==> src/rtl/nonlinear_round_controller.sv <==
// nonlinear_round_controller: iterative XOR/AND round sequencer with a
// rotating key schedule, one block at a time, valid/ready on both sides.
// Ports: clk, rst (async, active high); in_valid/in_ready/data_in/key_in
// accept a block; out_valid/out_ready/data_out return the ciphertext;
// busy is high in RUN or DONE; round_idx is the current round count.
// Build option: define ROUND_CONST_EN to XOR round_idx into the key.
module nonlinear_round_controller #(
  parameter  int N      = 8,
  parameter  int ROUNDS = 4,
  localparam int CW     = $clog2(ROUNDS + 1)
) (
  input  logic          clk,
  input  logic          rst,
  input  logic          in_valid,
  output logic          in_ready,
  input  logic [N-1:0]  data_in,
  input  logic [N-1:0]  key_in,
  output logic          out_valid,
  input  logic          out_ready,
  output logic [N-1:0]  data_out,
  output logic          busy,
  output logic [CW-1:0] round_idx
);

  localparam logic [1:0] S_IDLE = 2'd0;
  localparam logic [1:0] S_RUN  = 2'd1;
  localparam logic [1:0] S_DONE = 2'd2;

  localparam logic [CW-1:0] LAST = CW'(ROUNDS - 1);

  logic [1:0]    r_state;
  logic [N-1:0]  r_data;
  logic [N-1:0]  r_rk;
  logic [CW-1:0] r_idx;

  logic [N-1:0]  w_ek;
  logic [N-1:0]  w_t;
  logic [N-1:0]  w_rot;
  logic [N-1:0]  w_next;
  logic [N-1:0]  w_rk_next;

`ifdef ROUND_CONST_EN
  // Round counter mixed into the key breaks the period-N key cycle.
  assign w_ek = r_rk ^ N'(r_idx);
`else
  assign w_ek = r_rk;
`endif

  // w_rot[i] = w_t[(i+1) % N]: rotate right by one.
  always_comb begin
    w_t       = r_data ^ w_ek;
    w_rot     = {w_t[0], w_t[N-1:1]};
    w_next    = w_t ^ (w_rot & w_ek);
    w_rk_next = {r_rk[N-2:0], r_rk[N-1]};
  end

  always_ff @(posedge clk or posedge rst) begin
    if (rst) begin
      r_state <= S_IDLE;
      r_data  <= '0;
      r_rk    <= '0;
      r_idx   <= '0;
    end else begin
      case (r_state)
        S_IDLE: begin
          if (in_valid) begin
            r_data  <= data_in;
            r_rk    <= key_in;
            r_idx   <= '0;
            r_state <= S_RUN;
          end
        end
        S_RUN: begin
          r_data <= w_next;
          r_rk   <= w_rk_next;
          r_idx  <= r_idx + CW'(1);
          if (r_idx == LAST) begin
            r_state <= S_DONE;
          end
        end
        S_DONE: begin
          if (out_ready) begin
            r_state <= S_IDLE;
          end
        end
        default: r_state <= S_IDLE;
      endcase
    end
  end

  assign in_ready  = (r_state == S_IDLE);
  assign out_valid = (r_state == S_DONE);
  assign busy      = (r_state != S_IDLE);
  assign data_out  = r_data;
  assign round_idx = r_idx;

endmodule

==> config.mk <==
export PLATFORM = sky130hd
export DESIGN_NAME = nonlinear_round_controller
export DESIGN_NICKNAME = d
export VERILOG_FILES = /design/src/rtl/nonlinear_round_controller.sv
export SDC_FILE = /design/constraint.sdc
export NUM_CORES = 1
export LEC_CHECK = 0
export BUFFER_PORTS_ARGS = -buffer_cell sky130_fd_sc_hd__buf_2
export CAP_MARGIN = 20
export CORE_UTILIZATION = 57
export CTS_BUF_LIST = sky130_fd_sc_hd__clkbuf_8 sky130_fd_sc_hd__clkbuf_16
export DETAILED_ROUTE_END_ITERATION = 12
export PLACE_DENSITY = 0.84
export SYNTH_ARGS = -nofsm -noshare
export SYNTH_HDL_FRONTEND = slang
export SYNTH_SLANG_ARGS = --single-unit
==> constraint.sdc <==
create_clock -name clk -period 2.3 [get_ports clk]
set_input_delay 0.46 -clock clk [delete_from_list [all_inputs] [get_ports clk]]
set_output_delay 0.46 -clock clk [all_outputs]
set_load 0.03 [all_outputs]
==> impl_metrics.json, run 1 <==
{
  "whs_ns": 0.346,
  "synth_nets": 167,
  "cts_buffers": 3,
  "io_pins": 34,
  "worstPathMaxFanout": 16,
  "clockPowerShare_pct": 10.2,
  "drc": 0,
  "worst_pin_slew_ns": 0.824,
  "ir_drop_mv": 0.911,
  "critPathLaunchType": "flip-flop",
  "core_um2": 2280,
  "power.density_nw_per_um2": 1500,
  "die_w_um": 52.0,
  "p_sw_w": 0.00118,
  "ys_warn_count": 0,
  "clk_pin_slew_worst_paths_ns": 0.08,
  "place_area_um2": 1570,
  "setup_violations": 0,
  "async_flop_share_pct": 100,
  "clockBufferDepth": 2,
  "power.leakage_nw": 0.759,
  "ys_seq_elements": 21,
  "num_rows": 17,
  "crit_family": "flip-flops",
  "vias": 1196,
  "die_h_um": 52.0,
  "syn-cell-area_um2": 1430,
  "crit_start": "r_state[0]",
  "path_buf_inv": 2,
  "final_area_um2": 1620,
  "start_util_pct": 62.7,
  "grt_use_total_pct": 26.9,
  "finalPower_w": 0.00243,
  "slew_headroom_pct": 45.0,
  "status": "completed",
  "detail_route.iter0.violations": 11,
  "worstSetupPathType": "flip-flop to primary output",
  "grt_pass1_wl_um": 5210,
  "die_area_um2": 2710,
  "max_freq_mhz": 538,
  "p_seq_share_pct": 34.2,
  "hold_buffers": 0,
  "firstDrtPassIters": 4,
  "fin_crit_ns": 1.86,
  "final_layout_size_suffix_gt1_share_pct": 33.0,
  "detail-route-antenna-nets": 0,
  "rr_startpoint": "r_state[1]",
  "fin_worst_skew_ns": 0.00235,
  "fin_nets": 199,
  "h-tree-depth": 1,
  "antenna_cells": 0,
  "hold_viol": 0,
  "p_int_w": 0.00125,
  "period_share_pct": 80.8,
  "endpoint_kind": "primary output",
  "seq_area_frac_synth_pct": 36.8,
  "crit_required_ns": 1.84,
  "hpwl_um": 2290,
  "clk_latency_ns": 0.26,
  "grt_start_max_net_pins": 22,
  "wl_per_cell_um": 15.3,
  "port_buffers": 33,
  "viasPerCell": 5.86,
  "yosysUniqueCellTypes": 31,
  "cp_slowest_cell": "dfrtp_1",
  "hold_path_class": "input port to async pin",
  "ys_top_cells_by_count": "dfrtp_1, a21oi_1, inv_1",
  "synth_ff_type": "dfrtp_1",
  "path_cells": "or2_2, inv_1, buf_2",
  "synth_edf_count": 0,
  "rsz0062_at_grt": "false",
  "nFillCells": 183,
  "clkSinkCount": 21,
  "switching_share_pct": 48.6,
  "grt_pass1_vias": 1145,
  "cts_tree": "yes",
  "cts_setup_buffers": 0,
  "grt.overflow.total": 0,
  "combPwrFrac_pct": 55.7,
  "cap_violations": 0,
  "max_stage_delay_ns": 0.54,
  "syn2layout_area_growth_pct": 13.2,
  "gp_congestion": 0.777,
  "synth_top_area_share_pct": 36.8,
  "syn_inst": 145,
  "post_cts_resized": 0,
  "synth_area_leaders": "dfrtp_1, a2111oi_2, xnor2_1",
  "yosysMostFrequentCell": "dfrtp_1",
  "drt_wl_total_um": 3130,
  "antenna_found_initial": 0,
  "critical_path_arrival_ns": 1.40,
  "avgSynthCellArea_um2": 9.84,
  "finalMaxSlewViolations": 0,
  "synth_largest_area_cell": "dfrtp_1",
  "final_util_pct": 71.0,
  "root_buffer": "clkbuf_8",
  "totalNegativeSetupSlack_ns": 0
}
cell families (layout without fill, tap and decap cells):
family | count (synthesis) | after routing | share of synthesized area (%)
AO/OA/AOI/OAI | 46 | 46 | 26.1
AND/OR/NAND/NOR | 45 | 45 | 20.9
buffers and inverters | 23 | 54 | 9.56
adder cells (fa/ha/maj) | 2 | 2 | 1.75
XOR/XNOR | 8 | 8 | 4.91
flip-flops | 21 | 21 | 36.8
final timing paths:
check	endpoint	depth (start not counted)	slack, ns
max in group asynchronous	r_rk[0]	2	1.44
setup / recovery	in_ready	3	0.44
hold / removal	data_out[3]	2	0.35
min in group clk	r_state[1]	3	0.49
hold reg to reg	round_idx[2]	2	0.51
setup reg to reg	data_out[7]	3	0.69
through the flow:
stage,std cells,setup slack [ns]
global placement,200,0.733
global route,204,0.368
floorplan,145,0.483
CTS,204,0.438
detailed placement,200,0.647
finish,204,0.441
power groups by stage:
stage	Combinational, W	Sequential [W]	Clock [W]
2_1_floorplan	0.00100	0.000918	0
3_3_place_gp	0.00131	0.000807	0
3_5_place_dp	0.00136	0.000829	0
4_1_cts	0.00136	0.000823	0.000247
5_1_grt	0.00150	0.000866	0.000269
6_report	0.00135	0.000830	0.000247
metal layers:
layer	GRT usage (%)	vias up	wire length [µm]
li1	-	587	-
met1	33.6	578	1420
met2	44.2	27	1550
met3	3.51	4	120
met4	15.3	0	31
met5	0	-	0
sequential cells by signal, indices dropped and copies added, names as in the netlist:
signal / flops
r_rk: 8
r_state: 2
round_idx: 3
data_out: 8
final cells by class:
cell class / instances / area, µm² / share of cell area (%)
clock buffers: 3 / 41.3 / 2.56
clock inverters: 1 / 5.00 / 0.310
inverters: 13 / 48.8 / 3.02
multi-input cells: 101 / 764 / 47.3
flip-flops and latches: 21 / 526 / 32.5
well taps: 28 / 35.0 / 2.17
repair buffers: 37 / 195 / 12.1
cell usage in the layout, fill, tap and decap left out:
master	netlist	layout
a21oi_1	13	13
a22o_2	1	1
nand2_1	10	10
clkbuf_8	0	3
a22oi_1	4	4
nor2_1	1	1
clkinv_2	0	1
a2111oi_2	8	8
o21bai_1	1	1
buf_4	2	4
nor2b_1	1	1
buf_2	2	33
inv_1	13	13
xnor2_1	8	8
nand2b_1	8	8
o21ai_0	10	10
and3b_1	4	4
or2_2	1	1
or2b_1	2	2
and2b_1	1	1
or3_1	8	8
ha_1	2	2
nor2b_4	1	1
o31ai_2	4	4
dfrtp_1	21	21
o31ai_1	4	4
and4_1	6	6
a22o_1	1	1
and4_2	2	2
No activity file was read; power rests on OpenSTA's default activity.
==> run 2, diff against run 1 <==
--- a/config.mk
+++ b/config.mk
@@ -7,10 +7,11 @@
 export LEC_CHECK = 0
 export BUFFER_PORTS_ARGS = -buffer_cell sky130_fd_sc_hd__buf_2
 export CAP_MARGIN = 20
-export CORE_UTILIZATION = 57
+export CORE_ASPECT_RATIO = 0.5
+export CORE_UTILIZATION = 53
 export CTS_BUF_LIST = sky130_fd_sc_hd__clkbuf_8 sky130_fd_sc_hd__clkbuf_16
 export DETAILED_ROUTE_END_ITERATION = 12
-export PLACE_DENSITY = 0.84
+export PLACE_DENSITY = 0.79
 export SYNTH_ARGS = -nofsm -noshare
 export SYNTH_HDL_FRONTEND = slang
 export SYNTH_SLANG_ARGS = --single-unit
==> constraint.sdc (replaced) <==
create_clock -name clk -period 1.9 [get_ports clk]
set_input_delay 0.38 -clock clk [delete_from_list [all_inputs] [get_ports clk]]
set_output_delay 0.38 -clock clk [all_outputs]
set_load 0.03 [all_outputs]
==> impl_metrics.json, run 2 (synthesized netlist as in run 1, its figures left out) <==
{
  "post_cts_resized": 0,
  "cts_setup_buffers": 0,
  "cts_tree": "yes",
  "antenna_cells": 0,
  "critPathLaunchType": "flip-flop",
  "firstDrtPassIters": 4,
  "viasPerCell": 5.75,
  "final_layout_size_suffix_gt1_share_pct": 33.0,
  "grt_start_max_net_pins": 22,
  "fin_crit_ns": 1.81,
  "gp_congestion": 0.822,
  "pre_cts_ws_ns": 0.205,
  "ir_drop_mv": 1.13,
  "endpoint_kind": "primary output",
  "power.density_nw_per_um2": 1820,
  "r2r_cells": 3,
  "grt_pass1_vias": 1072,
  "detail_route.iter0.violations": 54,
  "finalMaxSlewViolations": 0,
  "port_buffers": 33,
  "io_pins": 34,
  "grt_use_total_pct": 25.2,
  "grt.overflow.total": 0,
  "vias": 1214,
  "die_w_um": 75.4,
  "fin_ws_ns": 0.0944,
  "fin_nets": 199,
  "worstPathMaxFanout": 16,
  "wl_per_cell_um": 15.3,
  "status": "completed",
  "start_util_pct": 60.1,
  "power.leakage_nw": 0.755,
  "max_freq_mhz": 554,
  "worst_pin_slew_ns": 0.761,
  "root_buffer": "clkbuf_8",
  "clkSinkCount": 21,
  "totalNegativeSetupSlack_ns": 0,
  "setup_violations": 0,
  "r2r_setup_slack_ns": 0.17,
  "cap_violations": 0,
  "clockBufferDepth": 2,
  "timing.rr.end": "data_out[1]",
  "die_h_um": 38.7,
  "fin_worst_skew_ns": 0.00162,
  "core_um2": 2370,
  "drc": 0,
  "final_cell_mix": "buf_2, dfrtp_1, a21oi_1, inv_1",
  "syn2layout_area_growth_pct": 14.0,
  "worstSetupPathType": "flip-flop to primary output",
  "hold_path_class": "input port to async pin",
  "critical_path_arrival_ns": 1.43,
  "slew_headroom_pct": 49.2,
  "path_cells": "or2_2, inv_1, buf_2",
  "num_rows": 12,
  "h-tree-depth": 1,
  "final_util_pct": 68.6,
  "rsz0062_at_grt": "false",
  "grt_pass1_wl_um": 5140,
  "cp_slowest_cell": "dfrtp_1",
  "detail-route-antenna-nets": 0,
  "drt_wl_total_um": 3240,
  "period_share_pct": 95.0,
  "max_stage_delay_ns": 0.56,
  "die_area_um2": 2920,
  "hold_viol": 0,
  "crit_required_ns": 1.52,
  "rr_startpoint": "r_state[1]",
  "clk_latency_ns": 0.27,
  "antenna_found_initial": 0,
  "clk_pin_slew_worst_paths_ns": 0.08,
  "cts_buffers": 3,
  "final_common_cell": "buf_2",
  "hold_buffers": 0,
  "hpwl_um": 2300
}
[run 2: changes by cell type in the layout (fill, tap and decap cells not counted)]
cell        delta
clkinv_2       -1
clkinvlp_4     +1
[run 2: how the worst max path moves through the flow]
stage | to | startpoint | cells past startpoint
2_1_floorplan | in_ready | r_state[0] | 4
3_3_place_gp | data_out[2] | r_state[1] | 3
3_5_place_dp | data_out[1] | r_state[1] | 3
4_1_cts | in_ready | r_state[0] | 3
5_1_grt | out_valid | r_state[1] | 2
6_report | in_ready | r_state[1] | 3
[run 2: per-layer routing]
metal	wire length (µm)	global-route usage, %	vias to the layer above
met5	0	0	-
met4	72	10.6	0
met3	282	6.77	10
met2	1380	38.6	54
met1	1500	33.9	563
li1	-	-	587
[run 2: through the flow]
step	cell area (µm²)	instances	hold slack, ns	power (W)
detailed placement	1580	207	0.427	0.00263
CTS	1630	211	0.132	0.00295
global placement	1580	207	0.423	0.00257
floorplan	1430	145	0.357	0.00232
finish	1630	211	0.126	0.00296
global route	1630	211	0.168	0.00318
[run 2: area by class of cell]
type | instances | area (µm²)
multi-input combinational | 101 | 764
fill | 190 | 746
sequential | 21 | 526
timing repair buffer | 37 | 195
inverter | 13 | 48.8
tap | 35 | 43.8
clock buffer | 3 | 41.3
clock inverter | 1 | 7.51
[run 2: report_power, final]
part | internal (W) | leakage [nW] | switching, W | total, W
logic | 0.000695 | 0.482 | 0.000941 | 0.00164
registers | 0.000661 | 0.252 | 0.000357 | 0.00102
clock network | 0.000149 | 0.0217 | 0.000162 | 0.000310
total | 0.00150 | 0.755 | 0.00146 | 0.00296
[run 2: worst max-delay path, delay by kind of cell, from the launching register on]
kind	cells	cell delay, ns
and+or+nand+nor	1	0.36
buffers and inverters	2	0.23
DFF	1	0.56
